[config.mk]
export PLATFORM = sky130hd
export DESIGN_NAME = la_tiectrl
export DESIGN_NICKNAME = d
export VERILOG_FILES = /design/src/rtl/la_tiectrl.sv
export SDC_FILE = /design/constraint.sdc
export NUM_CORES = 1
export LEC_CHECK = 0
export CAP_MARGIN = 20
export CORE_UTILIZATION = 35
export DETAILED_ROUTE_END_ITERATION = 8
export GPL_TIMING_DRIVEN = 1
export PLACE_DENSITY = 0.79
export SYNTH_ARGS = -nofsm -noshare
export SYNTH_HDL_FRONTEND = slang
export SYNTH_SLANG_ARGS = --single-unit
[constraint.sdc]
create_clock -name clk -period 3.4 [get_ports clk]
set_clock_uncertainty 0.15 [all_clocks]
set_input_delay 0.51 -clock clk [delete_from_list [all_inputs] [get_ports clk]]
set_output_delay 0.51 -clock clk [all_outputs]
set_load 0.05 [all_outputs]
[src/rtl/la_tiectrl.sv]
// la_tiectrl: staggered tie-off release controller.
// Holds N groups of W-bit signals at logic 0 and releases them one at a time,
// in index order, with a programmable inter-group delay between releases.
// Optional feature macro: LA_TIECTRL_SEQDOWN_EN. When it is defined, hold
// retracts the released groups one at a time in reverse order instead of
// dropping them all on the next edge.
module la_tiectrl #(
  parameter int N    = 4,
  parameter int W    = 8,
  parameter int CW   = 8,
  parameter     PROP = "DEFAULT"
) (
  input  logic           clk,
  input  logic           reset_i,
  input  logic           en_i,
  input  logic           hold_i,
  input  logic [CW-1:0]  delay_i,
  input  logic [N*W-1:0] in_i,
  output logic [N*W-1:0] z_o,
  output logic [N-1:0]   release_o,
  output logic           busy_o,
  output logic           done_o
);

  localparam int IW = (N > 1) ? $clog2(N) : 1;

  typedef enum logic [1:0] {
    S_IDLE    = 2'd0,
    S_WAIT    = 2'd1,
    S_DONE    = 2'd2
`ifdef LA_TIECTRL_SEQDOWN_EN
    ,S_RETRACT = 2'd3
`endif
  } state_t;

  state_t          state_q, state_d;
  logic [N-1:0]    release_q, release_d;
  logic [IW-1:0]   idx_q, idx_d;
  logic [CW-1:0]   cnt_q, cnt_d;

  // PROP is an implementation tag only; it selects no logic.
  if (PROP == "DEFAULT") begin : g_prop_default
  end else begin : g_prop_custom
  end

`ifdef LA_TIECTRL_SEQDOWN_EN
  logic [IW-1:0] top_idx;

  // Locate the highest released group; retraction clears it first.
  always_comb begin
    top_idx = '0;
    for (int g = 0; g < N; g++) begin
      if (release_q[g]) top_idx = IW'(g);
    end
  end
`endif

  // State, release flags, group index and delay counter registers.
  always_ff @(posedge clk) begin
    if (reset_i) begin
      state_q   <= S_IDLE;
      release_q <= '0;
      idx_q     <= '0;
      cnt_q     <= '0;
    end else begin
      state_q   <= state_d;
      release_q <= release_d;
      idx_q     <= idx_d;
      cnt_q     <= cnt_d;
    end
  end

  // Sequencing: load counter on start, count down, release one group per
  // expiry; hold takes priority over counting in every active state.
  always_comb begin
    state_d   = state_q;
    release_d = release_q;
    idx_d     = idx_q;
    cnt_d     = cnt_q;
    case (state_q)
      S_IDLE: begin
        if (!hold_i && en_i) begin
          cnt_d   = delay_i;
          idx_d   = '0;
          state_d = S_WAIT;
        end
      end
      S_WAIT: begin
        if (hold_i) begin
          idx_d = '0;
`ifdef LA_TIECTRL_SEQDOWN_EN
          cnt_d   = delay_i;
          state_d = S_RETRACT;
`else
          release_d = '0;
          state_d   = S_IDLE;
`endif
        end else if (cnt_q != '0) begin
          cnt_d = cnt_q - CW'(1);
        end else begin
          release_d[idx_q] = 1'b1;
          cnt_d            = delay_i;
          if (idx_q == IW'(N - 1)) begin
            state_d = S_DONE;
          end else begin
            idx_d = idx_q + IW'(1);
          end
        end
      end
      S_DONE: begin
        if (hold_i) begin
          idx_d = '0;
`ifdef LA_TIECTRL_SEQDOWN_EN
          cnt_d   = delay_i;
          state_d = S_RETRACT;
`else
          release_d = '0;
          state_d   = S_IDLE;
`endif
        end
      end
`ifdef LA_TIECTRL_SEQDOWN_EN
      S_RETRACT: begin
        // Runs to completion regardless of hold or en once entered.
        if (release_q == '0) begin
          state_d = S_IDLE;
        end else if (cnt_q != '0) begin
          cnt_d = cnt_q - CW'(1);
        end else begin
          release_d[top_idx] = 1'b0;
          cnt_d              = delay_i;
          if (release_d == '0) state_d = S_IDLE;
        end
      end
`endif
      default: begin
        state_d   = S_IDLE;
        release_d = '0;
        idx_d     = '0;
        cnt_d     = '0;
      end
    endcase
  end

  // Per-group gating: a tied group presents all zeros.
  for (genvar gi = 0; gi < N; gi++) begin : g_gate
    assign z_o[gi*W +: W] = release_q[gi] ? in_i[gi*W +: W] : '0;
  end

  assign release_o = release_q;
`ifdef LA_TIECTRL_SEQDOWN_EN
  assign busy_o = (state_q == S_WAIT) || (state_q == S_RETRACT);
`else
  assign busy_o = (state_q == S_WAIT);
`endif
  assign done_o = (state_q == S_DONE);

endmodule

=== Word-level counts from Yosys, hierarchy flattened ===
Cells that the tools add are included.

* Register bits: 16
* Bits of input ports: 44
* Output and inout bits: 38
* Word-level logic and storage cells: 54

* Add/subtract/negate cells: 2
* $lt $le $gt $ge: 2
* Eq/ne operators: 9
* Muxes and demuxes: 25
* Bitwise operators: 3
* Reductions and logical operators: 9

{| class="wikitable"
|+ Operators with widths
! cell !! number
|-
| 8-bit two-way mux || 7
|-
| 8-bit one-hot mux with 3 select lines || 1
|-
| 2-bit two-way mux || 9
|-
| 4-bit two-way mux || 3
|-
| 2-bit one-hot mux with 3 select lines || 2
|-
| 4-bit one-hot mux with 3 select lines || 1
|-
| 4-bit AND reduction || 2
|-
| 8-bit nonzero test || 1
|-
| 8-bit by 1-bit subtractor with 8-bit output, second input constant || 1
|-
| 2-bit inequality test, second input constant || 3
|-
| 3-bit inequality test, second input constant || 2
|-
| 3-bit AND reduction || 2
|-
| 2-bit equality test, second input constant || 2
|-
| 4-bit OR || 1
|-
| 2-bit by 3-bit less-than comparator with 1-bit output, second input constant || 1
|-
| 3-bit by 2-bit inequality test with 1-bit output, second input constant || 1
|-
| 2-bit by 1-bit adder with 2-bit output, second input constant || 1
|-
| 1-bit demux with 2-bit select || 1
|-
| 2-bit by 1-bit equality test with 1-bit output, second input constant || 1
|-
| 2-bit by 1-bit >= comparator with 1-bit output, second input constant || 1
|-
| 1-bit logical AND || 2
|-
| 2-bit logical NOT || 1
|-
| 1-bit inverter || 2
|-
| 1-bit logical NOT || 1
|-
| 1-bit two-way mux || 1
|}

=== Longest topological paths before layout ===
Gate-level depths: netlist of run 1.

* Depth in word-level cells: 8
* Depth in mapped cells: 9
* Gate-level depth less buffers: 7

=== Worst setup path before layout of run 1 ===
No wires, ideal clock.

* Path type: register to register
* Start: register cnt_q[0]
* End: register idx_q[0]
* Setup time: 0.128 ns
* Arrival: 2.100 ns
* Data required time: 3.122 ns
* Path slack: 1.022 ns
* Cell stages (with the launch flop): 9
* Path buffers: 1
* Clock period less this slack: 2.378 ns
* Cell sequence: dfxtp_1 > inv_1 > ha_1 > or4b_4 > or4_4 > buf_6 > o311a_1 > a21oi_1 > nor2_1

* Word-level cells in the longest chain between the ends: 3

{| class="wikitable"
|+ RTL lines
! element !! line !! RTL
|-
| start, declared || 39 || <nowiki>logic [CW-1:0] cnt_q, cnt_d;</nowiki>
|-
| start signal, assigned || 69 || <nowiki>cnt_q <= cnt_d;</nowiki>
|-
| 8-bit nonzero test || 98 || <nowiki>end else if (cnt_q != '0) begin</nowiki>
|-
| 3-bit inequality test (no line) || n/a ||
|-
| 4-bit AND reduction (no line) || n/a ||
|-
| end signal, assigned || 68 || <nowiki>idx_q <= idx_d;</nowiki>
|-
| end, declared || 38 || <nowiki>logic [IW-1:0] idx_q, idx_d;</nowiki>
|}

Every way passes these cells.
A chain may end at the register's enable or synchronous reset.

=== Worst setup path in the final report of run 1 ===
* Start: register state_q[0]
* End: output port busy_o

* Word-level cells in the longest chain between the ends: 1

{| class="wikitable"
|+ RTL lines
! element !! line !! RTL
|-
| start, declared || 36 || <nowiki>state_t state_q, state_d;</nowiki>
|-
| start signal, assigned || 66 || <nowiki>state_q <= state_d;</nowiki>
|-
| 2-bit by 1-bit equality test with 1-bit output || 154 || <nowiki>assign busy_o = (state_q == S_WAIT);</nowiki>
|-
| end, declared || 21 || <nowiki>output logic busy_o,</nowiki>
|}

Every way passes these cells.

==> results of run 1 <==
[cells in the mapped netlist]
cell      count  area share, %
mux2_2        1           0.94
o31ai_1       2            1.2
nor3b_1       1           0.63
clkinv_1      1           0.31
o311a_1       1           0.83
a31oi_1       2            1.0
o21ai_0       5            2.1
or4_1         1           0.63
nand2_1       4            1.2
o211ai_1      3            1.9
nand2b_1      3            1.6
clkbuf_1      5            1.6
xor2_1        1           0.73
a211oi_1      7            4.4
or4b_4        1            1.1
nor3_1        5            2.1
nor4b_1       1           0.73
o21a_1        4            2.5
ha_1          5            5.2
inv_1         7            2.2
buf_6         2            1.9
nor2_1       19            5.9
nand4b_1      1           0.73
a21oi_1      13            5.4
a211oi_2      1            1.0
or3_1         1           0.52
a221oi_1      2            1.5
o21ai_1       2           0.83
and2_1       32             17
a22oi_1       1           0.63
nand3_1       1           0.42
or4_4         1           0.94
nor2b_1       2            1.0
dfxtp_1      16             27
o21bai_1      2            1.2
a2111o_1      1           0.94
xnor2_1       1           0.73
[metal layers]
| metal | vias up | global-route usage (%) | routed length, um |
|---|---|---|---|
| met5 | - | 0 | 0 |
| met3 | 6 | 6.183 | 222 |
| met1 | 641 | 28.18 | 1685 |
| li1 | 714 | - | - |
| met2 | 34 | 33.12 | 1700 |
| met4 | 0 | 7.143 | 40 |
[critical path, delay by kind of cell, from the launching register on]
family,cells,cell delay (ps)
DFF,1,650
and+or+nand+nor,1,180
buffers and inverters,2,1050
[power breakdown]
| group | internal, mW | switching [mW] |
|---|---|---|
| clock network | 0.0654 | 0.0660 |
| logic | 0.0918 | 0.0825 |
| registers | 0.198 | 0.0147 |
[cell families after synthesis]
group | synth area share, %
xor+xnor | 1.459
buf+inv | 5.938
simple gates | 34.27
mux | 0.9374
flops | 26.67
fa+ha+maj | 5.208
compound gates | 25.52
[state kept, by name, summed over array words and instances, names as in the netlist]
| name | flops |
|---|---|
| state_q | 2 |
| cnt_q | 8 |
| idx_q | 2 |
| release_o | 4 |
[worst max path at each step]
| stage | end | depth (start not counted) |
|---|---|---|
| finish | busy_o | 3 |
| global route | busy_o | 3 |
| CTS | busy_o | 3 |
| detailed placement | z_o[0] | 3 |
| global placement | z_o[0] | 3 |
| floorplan | idx_q[0] | 8 |
[metrics by stage]
stage               hold WS [ps]  setup slack, ps  utilization (%)
detailed placement         358.8            837.3            64.25
finish                     374.5            560.1            65.40
floorplan                  330.6             1022                -
global route               419.5            397.1            65.40
global placement           351.3            845.6            64.25
CTS                        374.0            565.2            65.40
[final cells by class]
type / instances / area, sq um
Inverter: 8 / 30.03
Clock buffer: 4 / 36.28
Timing Repair Buffer: 81 / 810.8
Multi-Input combinational cell: 127 / 809.5
Sequential cell: 16 / 320.3
Fill cell: 290 / 1091
Tap cell: 44 / 55.05
==> results.md, run 1 <==
* Status: finished clean
* Mapped Cells at 158
* Area Overhead vs Synth at 71.67%
* Kind of critical path: reg2out
* Sequential-to-total area share from yosys stat at 26.67%
* First-pass GRT wire length at roughly 5800 um
* Die area at 3670 sq um
* Worst reg-to-reg setup slack at 850 ps
* # IOs at 82
* Most frequent cells in the layout: clkdlybuf4s50_1, and2_1, nor2_1
* ANT nets after route at 0
* Slew margin rel. at 59.87%
* PortBufs at 81
* Fin cells at 280
* Slowest CP cell: clkdlybuf4s50_1
* Crit path cell chain: nand2b_1 > clkinv_1 > clkdlybuf4s50_1
* Root Buffer: clkbuf_4
* Post_cts resized at 0
* Crit-path max cell delay at approximately 840 ps
* Placed wire-length estimate at a little under 3000 um
* R2r startpoint: cnt_q[0]
* Diode count at 0
* Initial antenna violation count at 0
* Nets at ~290
* Slew Limit Fails at 0
* P per Cell Area at roughly 250 nW/um^2
* Tmin final at about 2800 ps
* Die X at 60.58 um
* Layout cells sized above 1 at 3.390%
* Peak VDD IR at 0.3010 mV
* Maximum clock path buffer count at 2
* Leakage power figure at 0.7669 nW
* RSZ-0062 raised after global routing: false
* Fmax at 352.1 MHz
* Period utilization at between 80% and 90%
* Syn avg cell area at between 7 and 8 sq um
* Commonest non-fill, non-tap cell in the layout: clkdlybuf4s50_1
* Hold EP: cnt_q[1]
* Final Total Pwr at 517.9 uW
* Setup_tns at 0 ps
* Netlist cell types at 37
* # setup viols final at 0
* CTS tree: built
* DR WL/cell at around 13 um
* Crit path from: state_q[0]
* Worst-path clk slew at 100 ps
* Routed wire length at 3648 um
* H-tree levels at 1
* Postcts setup bufs at 0
* # DRC at 0
* Arrival time of the worst setup path at about 2200 ps
* Final GP Congestion at about 0.77
* WP data required at 2740 ps
* Core area at between 3000 and 4000 sq um
* Initial DRT Pass Iterations at 4
* Min-Delay Path Class: reg2reg
* CTS sink cnt at 16
* Dpl cells at 276
* Critical path peak fanout at 17
* Vias in the first global route at 1187
* Slew at the pin with the worst max-slew slack at 597.9 ps
* Mapped cell area at 1201 sq um
* Via density per instance at 4.982
* Vias at 1395
* Total clock buffers created by CTS at 3
* Largest net degree at the start of global routing at 18
* Initial Util at 38.10%
* Mapped Nets at 207
* CTS Hold Bufs at 0
* Hold Crit Depth at 2
* CP endpoint kind: output pin
* Placed Area at 2026 sq um
* Yosys reg bits at 16
* Site Rows at 20
* DRT iter0 DRCs at 44
* R2R depth at 7
* Max cap viols at 0
* Final instance area at 2062 sq um
* Clock Latency Late Sink at ~300 ps
* Synth warn at 0
* Hold path start: cnt_q[1]
* Total track usage at a little over a fifth
* GRT overflow at 0
* R2R Path End: idx_q[0]
* Setup crit start kind: flip-flop
* Die height at between 60 and 70 um
* Final Hold Fails at 0
Note: power is estimated with default switching activity, not from simulation.
==> run 2, diff against run 1 <==
Clock period 3.4 ns to 2.8 ns, I/O delays scaled along.
==> run 2 against run 1 <==
  * Worst hold slack got worse by 3.2 ps
  * Utilization rose by 0.48 points
  * Global-route usage fell by 0.19 points
  * Non-clock buffer count rose by 2
  * Sequential cell count did not move
==> results.md, run 2 (synthesis results as in run 1) <==
* ANT nets after route at 0
* Site Rows at 20
* Die area at 3670 sq um
* CP endpoint kind: flip-flop
* DRT iter0 DRCs at 34
* CTS Hold Bufs at 0
* Placed wire-length estimate at about 3000 um
* Initial Util at 38.10%
* Postcts setup bufs at 0
* DR WL/cell at between 10 and 15 um
* Worst Path Buf+Inv at 1
* Crit path cell chain: inv_1 > ha_1 > or4b_4 > or4_4 > o311a_1 > a21oi_1 > nor2_1
* Via density per instance at just under 5
* Die X at 60.58 um
* Total clock buffers created by CTS at 3
* P per Cell Area at just over 300 nW/um^2
* R2r startpoint: cnt_q[0]
* Commonest non-fill, non-tap cell in the layout: clkdlybuf4s50_1
* Hold_ws at 371.3 ps
* Tmin final at 2517 ps
* Max cap viols at 0
* Hold path start: cnt_q[1]
* Leakage power figure at a little under 0.8 nW
* Final Hold Fails at 0
* Slew margin rel. at 60.10%
* Diode count at 0
* Routed wire length at 3725 um
* Hold EP: cnt_q[1]
* Most flops, register: cnt_q
* WP data required at 2830 ps
* Dpl ws at 303.3 ps
* Fmax at 397.4 MHz
* Vias at 1383
* Maximum clock path buffer count at 2
* Arrival time of the worst setup path at between 2000 and 3000 ps
* Hold Crit Depth at 2
* Layout cells sized above 1 at under 10%
* Vias in the first global route at 1230
* R2R Path End: idx_q[0]
* Setup WS post-layout at 283.5 ps
* Core area at between 3000 and 4000 sq um
* Worst-path clk slew at 100 ps
* CTS tree: built
* PortBufs at 81
* CTS sink cnt at 16
* Status: finished clean
* Kind of critical path: reg2reg
* Most frequent cells in the layout: clkdlybuf4s50_1, and2_1, nor2_1
* RSZ-0062 raised after global routing: false
* Min-Delay Path Class: reg2reg
* Critical path peak fanout at 14
* # IOs at roughly 80
* Peak VDD IR at 0.2320 mV
* Initial DRT Pass Iterations at 4
* Clock Latency Late Sink at 300 ps
* Final Total Pwr at 634.7 uW
* Slew at the pin with the worst max-slew slack at 594.5 ps
* Slowest CP cell: or4_4
* H-tree levels at 1
* Max FFs per register at 8
* Slew Limit Fails at 0
* Crit-path max cell delay at between 500 and 600 ps
* Post_cts resized at 0
* Final GP Congestion at 0.8166
* Initial antenna violation count at 0
* Largest delay contributor family on the critical path: simple AND/OR/NAND/NOR gates
* GRT overflow at 0
* Root Buffer: clkbuf_4
* # DRC at 0
* R2R depth at 7
* # setup viols final at 0
* Final instance area at 2077 sq um
* Total track usage at a little over a fifth
* Placed Area at 2041 sq um
* Largest net degree at the start of global routing at 15
* Area Overhead vs Synth at 72.92%
* Setup crit start kind: flip-flop
* Die height at 60.58 um
* First-pass GRT wire length at 5699 um
* Worst reg-to-reg setup slack at 280 ps
* Period utilization at 89.88%
* Nets at 288
* Setup_tns at 0 ps
==> run 2: cell types whose count changed in the layout (fill, tap and decap cells not counted) <==
cell,before,now
buf_4,0,2
==> run 2: where the power goes <==
group | switching, mW | internal [mW]
clock network | 0.0835 | 0.0793
logic | 0.103 | 0.114
registers | 0.0152 | 0.240
==> run 2: area by class of cell <==
class | instances | area [sq um]
Sequential cell | 16 | 320.3
Fill cell | 295 | 1076
Timing Repair Buffer | 83 | 825.8
Tap cell | 44 | 55.05
Clock buffer | 4 | 36.28
Inverter | 8 | 30.03
Multi-Input combinational cell | 127 | 809.5
==> run 2: per-layer routing <==
metal	GRT usage (%)	up-vias	wire length [um]
li1	-	717	-
met3	5.330	9	188
met1	25.42	617	1706
met5	0	-	0
met4	7.792	0	71
met2	36.11	40	1758
==> run 2: worst max path at each step <==
stage	depth (start not counted)	endpoint	slack [ps]	start
floorplan	8	idx_q[0]	420	cnt_q[0]
global placement	7	idx_q[1]	350	cnt_q[0]
detailed placement	7	idx_q[0]	300	cnt_q[0]
CTS	7	idx_q[0]	290	cnt_q[0]
global route	7	idx_q[1]	190	cnt_q[0]
finish	7	idx_q[0]	280	cnt_q[0]
==> run 2: per-stage QoR <==
step / cells / utilization (%)
after floorplan: 158 / -
final: 282 / 65.87
after global placement: 278 / 64.72
after global routing: 282 / 65.87
after CTS: 282 / 65.87
after detailed placement: 278 / 64.72
==> run 2: tightest hold or removal path, cell delays in order, from the launching register on <==
cell      delay, ps
dfxtp_1         330
inv_1            70
a221oi_1         70
